**config.mk**
```make
export PLATFORM = sky130hd
export DESIGN_NAME = pixel_window_buf
export DESIGN_NICKNAME = d
export VERILOG_FILES = /design/src/rtl/pixel_window_buf.sv
export SDC_FILE = /design/constraint.sdc
export NUM_CORES = 1
export LEC_CHECK = 0
export ABC_AREA = 1
export BUFFER_PORTS_ARGS = -buffer_cell sky130_fd_sc_hd__clkbuf_2
export CAP_MARGIN = 40
export CORE_MARGIN = 5
export CORE_UTILIZATION = 55
export DETAILED_ROUTE_END_ITERATION = 8
export GPL_TIMING_DRIVEN = 0
export PLACE_DENSITY = 0.73
export SLEW_MARGIN = 25
export SYNTH_ARGS = -nofsm -noshare
export SYNTH_HDL_FRONTEND = slang
export SYNTH_SLANG_ARGS = --single-unit
```
**constraint.sdc**
```tcl
create_clock -name clk -period 3.36 [get_ports clk]
set_input_delay 0.168 -clock clk [delete_from_list [all_inputs] [get_ports clk]]
set_output_delay 0.168 -clock clk [all_outputs]
set_load 0.005 [all_outputs]
```
**src/rtl/pixel_window_buf.sv**
```systemverilog
// Streaming 3x3 window generator with two line buffers.
// Holds each interior window until the convolution stage returns calc_done.
module pixel_window_buf #(
    parameter int IMG_W = 16,
    parameter int IMG_H = 16
) (
    input  logic                  clk,
    input  logic                  n_rst,
    input  logic                  frame_start,
    input  logic                  pixel_valid,
    input  logic [3:0]            pixel_in,
    output logic                  pixel_ready,
    output logic [2:0][2:0][3:0]  pixels,
    output logic                  calc_enable,
    input  logic                  calc_done,
    output logic                  frame_done
);

    localparam int CW = $clog2(IMG_W);
    localparam int RW = $clog2(IMG_H);

    typedef enum logic [1:0] {
        ACCEPT,
        CALC,
        DONE
    } state_t;

    state_t                 state_q, state_d;
    logic [IMG_W-1:0][3:0]  lb1_q, lb1_d;
    logic [IMG_W-1:0][3:0]  lb2_q, lb2_d;
    logic [2:0][2:0][3:0]   win_q, win_d;
    logic [CW-1:0]          col_q, col_d;
    logic [RW-1:0]          row_q, row_d;
    logic                   last_q, last_d;
    logic                   calc_en_q, calc_en_d;
    logic                   fdone_q, fdone_d;

    logic accept;
    logic col_last;
    logic row_last;
    logic is_win;

    always_comb begin
        state_d   = state_q;
        lb1_d     = lb1_q;
        lb2_d     = lb2_q;
        win_d     = win_q;
        col_d     = col_q;
        row_d     = row_q;
        last_d    = last_q;
        accept    = pixel_valid && (state_q == ACCEPT);
        col_last  = (col_q == CW'(IMG_W - 1));
        row_last  = (row_q == RW'(IMG_H - 1));
        is_win    = (row_q >= RW'(2)) && (col_q >= CW'(2));

        if (accept) begin
            for (int r = 0; r < 3; r++) begin
                win_d[r][0] = win_q[r][1];
                win_d[r][1] = win_q[r][2];
            end
            win_d[2][2]  = pixel_in;
            win_d[1][2]  = lb1_q[col_q];
            win_d[0][2]  = lb2_q[col_q];
            lb2_d[col_q] = lb1_q[col_q];
            lb1_d[col_q] = pixel_in;
            if (col_last) begin
                col_d = '0;
                row_d = row_last ? '0 : row_q + RW'(1);
            end else begin
                col_d = col_q + CW'(1);
            end
        end

        unique case (state_q)
            ACCEPT: begin
                if (accept && is_win) begin
                    state_d = CALC;
                    last_d  = row_last && col_last;
                end
            end
            CALC: begin
                if (calc_done) begin
                    state_d = last_q ? DONE : ACCEPT;
                end
            end
            DONE: begin
                state_d = ACCEPT;
                row_d   = '0;
                col_d   = '0;
            end
            default: state_d = ACCEPT;
        endcase

        // A pixel arriving with frame_start is stored as column 0 of row 0.
        if (frame_start) begin
            state_d = ACCEPT;
            win_d   = '0;
            last_d  = 1'b0;
            row_d   = '0;
            col_d   = accept ? CW'(1) : '0;
            lb1_d   = lb1_q;
            lb2_d   = lb2_q;
            if (accept) begin
                lb2_d[0] = lb1_q[0];
                lb1_d[0] = pixel_in;
            end
        end

        calc_en_d = (state_d == CALC);
        fdone_d   = (state_d == DONE);
    end

    always_ff @(posedge clk or negedge n_rst) begin
        if (!n_rst) begin
            state_q   <= ACCEPT;
            lb1_q     <= '0;
            lb2_q     <= '0;
            win_q     <= '0;
            col_q     <= '0;
            row_q     <= '0;
            last_q    <= 1'b0;
            calc_en_q <= 1'b0;
            fdone_q   <= 1'b0;
        end else begin
            state_q   <= state_d;
            lb1_q     <= lb1_d;
            lb2_q     <= lb2_d;
            win_q     <= win_d;
            col_q     <= col_d;
            row_q     <= row_d;
            last_q    <= last_d;
            calc_en_q <= calc_en_d;
            fdone_q   <= fdone_d;
        end
    end

    assign pixel_ready = (state_q == ACCEPT);
    assign pixels      = win_q;
    assign calc_enable = calc_en_q;
    assign frame_done  = fdone_q;

endmodule

```
==> run_results.csv <==
group,metric,value,unit
routing,ant_nets,0,
routing,drc_errors,0,
setup_path,end_kind,"flop",
finish,final_nets,1100,
synthesis,syn_avg_cell_area,8.12,um^2
placement,placed_area,8770,um^2
die,die_x,132,um
placement,gp_congestion,0.883,
cts,cts_root_buf,"clkbuf_16",
timing,fin_crit,2.44,ns
routing,drt-vias-per-instance,5.38,
timing,worst_slew_pin_slew,0.844,ns
synthesis,syn_area,8240,um^2
grt,overflow,0,
timing,report.final.hold_viol_count,0,
die,rows,44,
timing,fmax,0.409,GHz
setup_path,cp.required,3.67,ns
setup_path,worstSetupPathType,"flop to flop",
synthesis,synth_cells,1014,
min_path,whs_path_depth,3,
min_path,hp-class,"primary input to flop",
timing,setup_violations,0,
synthesis,synth-main-ff-cell,"dfrtp_1",
placement,io_buffers,47,
power_and_ir_drop,ir_drop,0.395,mV
die,io_pins,48,
power_and_ir_drop,cellPowerDensity,591,nW/um^2
finish,antenna_cells,0,
cts,clkLatencyLatePin,0.44,ns
power_and_ir_drop,p_leak,4.62,nW
synthesis,syn-num-nets,1029,
synthesis,synth_cell_types,30,
die,initial_core_util,56.5,%
cts,cts-buffers-inserted,17,
finish,layout_common_cells,"301 x nand2_1, 177 x dfrtp_1, 102 x inv_1, 96 x o21ai_0, 90 x o21ai_1",
timing,layout_worst_path_cycle_share,72.7,%
routing,drtIter0Drc,627,
finish,fill_cells,1255,
timing,slew_headroom,43.7,%
synthesis,synth_warnings,0,
die,design.core.area,14600,um^2
timing,slew_violations,0,
die,dieArea,17500,um^2
placement,place_inst,1247,
timing,clock_skew,0.00806,ns
finish,layout_commonest_cell,"nand2_1",
cts,post_cts_buffers,0,
grt,grt_pass1_vias,6537,
setup_path,worst_ep_arrival_time,2.75,ns
timing,rsz0062_at_grt,"no",
synthesis,yosysSeqAreaShare,53.8,%
grt,grt_first_pass_wirelength,34.6,mm
finish,layout.cells.non_filler,1282,
grt,grt_max_degree,81,
synthesis,synth_edf_count,0,
placement,place_ws,0.959,ns
finish,layout-drive-gt1-share,15.0,%
cts,ctsHtreeMaxLevel,4,
routing,num_vias,6899,
die,die_y,132,um
cts,post_cts_resized,0,
setup_path,cp-start-kind,"flop",
synthesis,async_flop_share,100,%
run,drv_cap,0,
finish,fin_area,9420,um^2
timing,worst_slack,0.916,ns
routing,wl_per_cell,16.4,um
finish,syn_to_final_growth,14.4,%
outcome,outcome,"finished clean",
routing,wirelength,21.1,mm
cts,cts.sinks,177,
cts,cts_tree,"yes",
synthesis,ys_ff_latch,177,
grt,antenna_found_initial,0,
placement,dpl.hpwl,14.6,mm
setup_path,cp_max_fo,11,
cts,clk_pin_slew,0.07,ns
setup_path,reg2regPathDepth,11,
routing,dr.pass1.iters,5,
cts,clockBufferDepth,2,
grt,grtUsageTotal,24.8,%
-- Yosys cell counts, drive strengths merged (2+ instances only) --
cell	instances	share of area [%]
nand3	31	2.1
o22ai	23	1.7
o21ai	187	11
nor2	88	5.0
dfrtp	177	54
ha	6	0.91
inv	108	5.0
nor3	2	0.12
clkbuf	7	0.32
buf	47	3.3
nand2	315	15
a21oi	17	1.0
-- cells by family (layout without fill, tap and decap cells) --
family / Yosys count / count (layout) / synth area share, %
simple gates: 439 / 439 / 22.3
compound gates: 229 / 229 / 14.4
flops: 177 / 177 / 53.8
buf+inv: 162 / 246 / 8.58
fa+ha+maj: 6 / 6 / 0.911
xor+xnor: 1 / 1 / 0.106
-- per-stage QoR --
step                util, %  power [mW]  TNS [ns]  hold WS, ns
detailed placement     60.1        3.50         0        0.141
floorplan                 -        3.15         0       -0.128
finish                 64.6        5.57         0       0.0164
global route           64.6        5.84         0       0.0256
global placement       59.6        3.47   -192.85        0.396
CTS                    64.6        5.58         0      0.00938
-- flip-flops by register name, indices dropped and copies added (netlist names) --
register     count
state_q          2
last_q           1
lb2_q           64
col_q            4
pixels          36
row_q            4
frame_done       1
lb1_q           64
calc_enable      1
-- power breakdown --
| part | switching (mW) | internal, mW | leakage (nW) |
|---|---|---|---|
| combinational | 0.667 | 0.341 | 1.93 |
| clock | 0.866 | 1.22 | 0.301 |
| sequential | 0.130 | 2.35 | 2.39 |
-- area by class of cell --
cell class	count	area [um^2]	share of cell area [%]
inverters	108	410	4.36
clock buffers	19	453	4.81
flip-flops and latches	177	4430	47.0
well taps	184	230	2.44
plain buffers	54	297	3.15
clock inverters	13	171	1.82
repair buffers	52	329	3.49
multi-input cells	675	3100	32.9
-- routing by layer --
metal / GRT usage, % / share of wire (%) / vias to the layer above
li1: - / - / 3362
met1: 34.8 / 46 / 3264
met2: 38.2 / 46 / 237
met3: 5.19 / 5.9 / 36
met4: 9.16 / 2.3 / 0
met5: 0 / 0 / -
-- what timing repair did --
| item | CTS | global route |
|---|---|---|
| hold endpoints to repair | 48 | 0 |
| hold buffers | 3 | 0 |
| setup endpoints to repair | 0 | 0 |
-- critical path, cell delays in order (launching register included) --
cell     delay (ns)
dfrtp_1        0.41
buf_4          0.18
inv_4          0.12
buf_4          0.22
buf_2          0.31
ha_1           0.24
inv_1          0.10
nor2_8         0.18
nand2_2        0.13
buf_2          0.22
nand2_1        0.08
o21ai_0        0.09
-- worst paths after layout --
| path | to | start | slack, ns |
|---|---|---|---|
| setup / recovery | lb2_q[43] | col_q[0] | 0.92 |
| hold / removal | frame_done | calc_done | 0.02 |
| setup reg to reg | lb2_q[43] | col_q[0] | 0.92 |
| hold reg to reg | pixels[24] | pixels[24] | 0.48 |
| max in group asynchronous | lb2_q[30] | n_rst | 2.39 |
| min in group asynchronous | row_q[0] | n_rst | 0.24 |
Power figures use the tool's default switching activity.
